File: config.mk
export PLATFORM = sky130hd
export DESIGN_NAME = ldst_control_sequencer
export DESIGN_NICKNAME = d
export VERILOG_FILES = /design/src/rtl/ldst_control_sequencer.sv
export SDC_FILE = /design/constraint.sdc
export NUM_CORES = 1
export LEC_CHECK = 0
export BUFFER_PORTS_ARGS = -buffer_cell sky130_fd_sc_hd__buf_2
export CELL_PAD_IN_SITES_DETAIL_PLACEMENT = 1
export CELL_PAD_IN_SITES_GLOBAL_PLACEMENT = 1
export CORE_ASPECT_RATIO = 0.9
export CORE_UTILIZATION = 29
export CTS_CLUSTER_SIZE = 40
export DETAILED_ROUTE_END_ITERATION = 6
export PLACE_DENSITY_LB_ADDON = 0.1
export RECOVER_POWER = 50
export SKIP_CTS_REPAIR_TIMING = 1
export SYNTH_ARGS = -nofsm -noshare
export SYNTH_HDL_FRONTEND = slang
export SYNTH_SLANG_ARGS = --single-unit
File: constraint.sdc
create_clock -name clock -period 2.25 [get_ports clock]
set_input_delay 0.45 -clock clock [delete_from_list [all_inputs] [get_ports clock]]
set_output_delay 0.45 -clock clock [all_outputs]
set_load 0.02 [all_outputs]
File: src/rtl/ldst_control_sequencer.sv
// ldst_control_sequencer: Moore control FSM driving DataPath strobes for fetch, ld, ldi, st, nop and halt.
// Latency: T0..END spans ld/st 9+2W, ldi 7+W, nop 5+W cycles (W = MEM_WAIT); outputs decode from state.
// Backpressure: none; each memory access stretches by MEM_WAIT cycles. Build option: UNDEF_TRAP_EN.
module ldst_control_sequencer #(
    parameter int unsigned MEM_WAIT = 0
) (
    input  logic        clock,
    input  logic        clear,
    input  logic [31:0] IR,
    input  logic        Stop,
    output logic        PCout,
    output logic        Zlowout,
    output logic        MDRout,
    output logic        Cout,
    output logic        BAout,
    output logic        Rout,
    output logic        MARin,
    output logic        PCin,
    output logic        MDRin,
    output logic        IRin,
    output logic        Yin,
    output logic        Zlowin,
    output logic        Zhighin,
    output logic        Rin,
    output logic        Gra,
    output logic        Grb,
    output logic        Grc,
    output logic        IncPC,
    output logic        ADD,
    output logic        Read,
    output logic        Write,
`ifdef UNDEF_TRAP_EN
    output logic        Illegal,
`endif
    output logic        Run
);

    typedef enum logic [4:0] {
        S_RST, S_T0, S_T1, S_T2, S_T3,
        S_LD3, S_LD4, S_LD5, S_LD6, S_LD7,
        S_LDI3, S_LDI4, S_LDI5,
        S_ST3, S_ST4, S_ST5, S_ST6, S_ST7,
        S_END, S_HALT
    } state_t;

    localparam logic [4:0] OP_LD   = 5'b00000;
    localparam logic [4:0] OP_LDI  = 5'b00001;
    localparam logic [4:0] OP_ST   = 5'b00010;
    localparam logic [4:0] OP_NOP  = 5'b11010;
    localparam logic [4:0] OP_HALT = 5'b11011;
    localparam logic [2:0] WAIT_LAST = 3'(MEM_WAIT);

    state_t     state;
    logic [2:0] wait_cnt;
    logic [4:0] opcode;
    logic       wait_done;
    logic       unused_ir;

    assign opcode    = IR[31:27];
    assign wait_done = (wait_cnt == WAIT_LAST);
    assign unused_ir = ^IR[26:0];

`ifdef UNDEF_TRAP_EN
    logic illegal_q;
    assign Illegal = illegal_q;
`endif

    // State and wait-counter update. The counter is cleared on every state change so each
    // memory state starts counting from 0. Memory-class opcodes branch straight out of T2;
    // only the remaining opcodes spend a cycle in T3 for their decode.
    always_ff @(posedge clock or negedge clear) begin
        if (!clear) begin
            state    <= S_RST;
            wait_cnt <= '0;
`ifdef UNDEF_TRAP_EN
            illegal_q <= 1'b0;
`endif
        end else begin
            wait_cnt <= '0;
            case (state)
                S_RST:  state <= S_T0;
                S_T0:   state <= S_T1;
                S_T1: begin
                    if (wait_done) state <= S_T2;
                    else           wait_cnt <= wait_cnt + 3'd1;
                end
                S_T2: begin
                    case (opcode)
                        OP_LD:   state <= S_LD3;
                        OP_LDI:  state <= S_LDI3;
                        OP_ST:   state <= S_ST3;
                        default: state <= S_T3;
                    endcase
                end
                S_T3: begin
                    case (opcode)
                        OP_HALT: state <= S_HALT;
                        OP_NOP:  state <= S_END;
                        default: begin
`ifdef UNDEF_TRAP_EN
                            state     <= S_HALT;
                            illegal_q <= 1'b1;
`else
                            state <= S_END;
`endif
                        end
                    endcase
                end
                S_LD3:  state <= S_LD4;
                S_LD4:  state <= S_LD5;
                S_LD5:  state <= S_LD6;
                S_LD6: begin
                    if (wait_done) state <= S_LD7;
                    else           wait_cnt <= wait_cnt + 3'd1;
                end
                S_LD7:  state <= S_END;
                S_LDI3: state <= S_LDI4;
                S_LDI4: state <= S_LDI5;
                S_LDI5: state <= S_END;
                S_ST3:  state <= S_ST4;
                S_ST4:  state <= S_ST5;
                S_ST5:  state <= S_ST6;
                S_ST6:  state <= S_ST7;
                S_ST7: begin
                    if (wait_done) state <= S_END;
                    else           wait_cnt <= wait_cnt + 3'd1;
                end
                S_END:  state <= Stop ? S_HALT : S_T0;
                S_HALT: state <= S_HALT;
                default: state <= S_RST;
            endcase
        end
    end

    // Strobe decode from state (and wait count for the stretched memory states).
    always_comb begin
        PCout = 1'b0; Zlowout = 1'b0; MDRout = 1'b0; Cout = 1'b0; BAout = 1'b0; Rout = 1'b0;
        MARin = 1'b0; PCin = 1'b0; MDRin = 1'b0; IRin = 1'b0; Yin = 1'b0;
        Zlowin = 1'b0; Zhighin = 1'b0; Rin = 1'b0;
        Gra = 1'b0; Grb = 1'b0; Grc = 1'b0; IncPC = 1'b0; ADD = 1'b0;
        Read = 1'b0; Write = 1'b0;
        Run = (state != S_RST) && (state != S_HALT);
        case (state)
            S_T0: begin
                PCout = 1'b1; MARin = 1'b1; IncPC = 1'b1; Zlowin = 1'b1;
            end
            S_T1: begin
                Read = 1'b1;
                if (wait_done) begin
                    Zlowout = 1'b1; PCin = 1'b1; MDRin = 1'b1;
                end
            end
            S_T2: begin
                MDRout = 1'b1; IRin = 1'b1;
            end
            S_LD3, S_LDI3, S_ST3: begin
                Grb = 1'b1; BAout = 1'b1; Yin = 1'b1;
            end
            S_LD4, S_LDI4, S_ST4: begin
                Cout = 1'b1; ADD = 1'b1; Zlowin = 1'b1; Zhighin = 1'b1;
            end
            S_LD5, S_ST5: begin
                Zlowout = 1'b1; MARin = 1'b1;
            end
            S_LD6: begin
                Read  = 1'b1;
                MDRin = wait_done;
            end
            S_LD7: begin
                MDRout = 1'b1; Gra = 1'b1; Rin = 1'b1;
            end
            S_LDI5: begin
                Zlowout = 1'b1; Gra = 1'b1; Rin = 1'b1;
            end
            S_ST6: begin
                Gra = 1'b1; Rout = 1'b1; MDRin = 1'b1;
            end
            S_ST7: begin
                Write = 1'b1;
            end
            default: begin
                Run = Run;
            end
        endcase
    end

endmodule

==> run_results.csv <==
group,metric,value,unit
global_route,gr-usage-met3,2.79,%
place,post-dp-hpwl,2020,um
sta,period_share,96.8,%
synthesis,async_flop_share,100,%
global_route,use_met1,22.8,%
global_route,grt_pass1_vias,933,
status,status,"finished, final reports clean",
drt,first_iter_violations,26,
drt,drtPass1Iterations,4,
final_layout,n_antenna_cell,0,
global_route,grt_pass1_wl,4370,um
worst_setup_path,cp.required,1.80,ns
clock_tree,clock_sinks,8,
sta,finalSetupTns,0,ns
run,max-cap-violations,0,
place,place_congestion,0.777,
floorplanning,pin_count,57,
floorplanning,die_h,55.7,um
global_route,grt_use_met2,28.3,%
synthesis,yosys_warnings,0,
global_route,grt_max_degree,20,
drt,wl_per_cell,14.0,um
final_layout,final_common_cell,"buf_2",
place,numPortBuffers,28,
floorplanning,start_util,30.5,%
place,place_area,0.00104,mm^2
synthesis,ys.flop_type,"dfrtp_1",
final_layout,multi_input_area,593,um^2
sta,rsz0062_at_grt,"true",
final_layout,regArea,205,um^2
clock_tree,cts_buffer_depth,2,
power,power.density,253,mW/mm^2
synthesis,avgSynthCellArea,7.61,um^2
clock_tree,cts_tree,"done",
floorplanning,placementRows,19,
power,ir_drop,0.000196,V
worst_setup_path,worstSetupEndpointType,"output port",
clock_tree,cts_buffers,3,
clock_tree,clk_latency,0.26,ns
final_layout,drive_above_1_share,33.3,%
floorplanning,core_area,0.00304,mm^2
drt,vias_per_cell,5.01,
global_route,antenna_found_initial,0,
worst_setup_path,crit_fanout,8,
final_layout,fin_area,0.00108,mm^2
sta,fin_crit,2.18,ns
synthesis,synth_cells,122,
synthesis,ys_seq_area_share,21.6,%
global_route,gr-total-overflow,0,
synthesis,synthDistinctLibCells,41,
drt,remaining_drc_errors,0,
clock_tree,htree_levels,1,
final_layout,layout_common_cells,"buf_2 (26), nor2_1 (13), a21oi_1 (11)",
drt,wirelength,2610,um
worst_hold_path,hold_path.class,"input port to async pin",
synthesis,synth_seq_cells,8,
sta,finalSetupViolCount,0,
drt,ant_nets,0,
sta,slew_viol_final,0,
worst_setup_path,path_class,"register to output port",
synthesis,syn_nets,159,
final_layout,fill_cells,407,
global_route,grt_use_total,17.0,%
synthesis,synthesis.area,928,um^2
clock_tree,clkTransAtPathRegs,0.06,ns
sta,max_freq,0.459,GHz
drt,num_vias,932,
sta,finalHoldViolCount,0,
clock_tree,clockRootBuffer,"clkbuf_4",
final_layout,area_growth,16.2,%
final_layout,fin_nets,183,
worst_setup_path,critPathLaunchType,"register",
synthesis,synth_edf_count,0,
floorplanning,dieArea,0.00343,mm^2
floorplanning,die_x,61.6,um
worst_setup_path,arrival,1.73,ns
power,total_leakage_power,0.507,nW
sta,fin_skew,0.00827,ns
global_route,busiest_layer,"met2",
-- routing by layer --
metal / vias up / routed length, um
met5: - / 0
met3: 4 / 92
li1: 464 / -
met1: 441 / 1230
met4: 0 / 20
met2: 23 / 1260
-- cells in the mapped netlist (all sizes together) (3+ instances only) --
cell	number	area, um^2
nor2	13	48.8
a21oi	11	55.1
buf	9	71.3
dfrtp	8	200
nand2	8	30.0
nor3	8	40.0
clkbuf	7	76.3
nand2b	7	51.3
o21ai	5	25.0
inv	4	15.0
nor2b	4	25.0
or3	3	18.8
-- critical path, stage by stage, from the launching register on --
cell and delay (ns):
dfrtp_2 0.42, or2b_2 0.36, a2111oi_2 0.39, or2_1 0.15, buf_2 0.15
-- where the power goes --
part / internal [mW] / switching, mW
clock network: 0.0611 / 0.0502
logic: 0.00666 / 0.0105
registers: 0.144 / 0
total: 0.212 / 0.0607
-- registers in the layout (all words and copies together) (netlist names) --
signal and flops:
wait_cnt 3, state 5
-- final timing paths --
| check | startpoint | endpoint | slack, ns | cells after the start |
|---|---|---|---|---|
| worst max register to register | state[3] | state[1] | 0.44 | 5 |
| worst max-delay path | state[2] | Gra | 0.07 | 4 |
| worst min register to register | wait_cnt[0] | wait_cnt[0] | 0.48 | 1 |
| worst min-delay path | clear | wait_cnt[1] | 0.1 | 1 |
| min in group clock | wait_cnt[0] | wait_cnt[0] | 0.48 | 1 |
| max in group asynchronous | clear | state[4] | 1.81 | 1 |
-- cell families after synthesis --
| family | share of synthesized area [%] |
|---|---|
| AND/OR/NAND/NOR | 35.3 |
| AO/OA/AOI/OAI | 19.7 |
| buffers and inverters | 17.5 |
| flip-flops | 21.6 |
| XOR/XNOR | 2.83 |
| adder cells (fa/ha/maj) | 2.69 |
| other | 0.404 |
-- per-stage QoR --
| stage | total power, mW | utilization [%] | hold slack (ns) | worst slack, ns | instances |
|---|---|---|---|---|---|
| after floorplan | 0.154 | - | 0.154 | 0.0809 | 122 |
| after global placement | 0.163 | 34.1 | 0.295 | 0.301 | 183 |
| after detailed placement | 0.164 | 34.1 | 0.300 | 0.274 | 183 |
| after CTS | 0.280 | 34.9 | 0.0112 | -0.0137 | 186 |
| after global routing | 0.289 | 35.4 | 0.124 | -0.0459 | 186 |
| final | 0.272 | 35.4 | 0.0997 | 0.0719 | 186 |
-- area by class of cell --
cell class              count  area share [%]
multi-input cells          94            55.0
flip-flops and latches      8            19.0
repair buffers             35            17.6
well taps                  42            4.87
clock buffers               3            2.09
inverters                   4            1.39
Power figures use the tool's default switching activity.
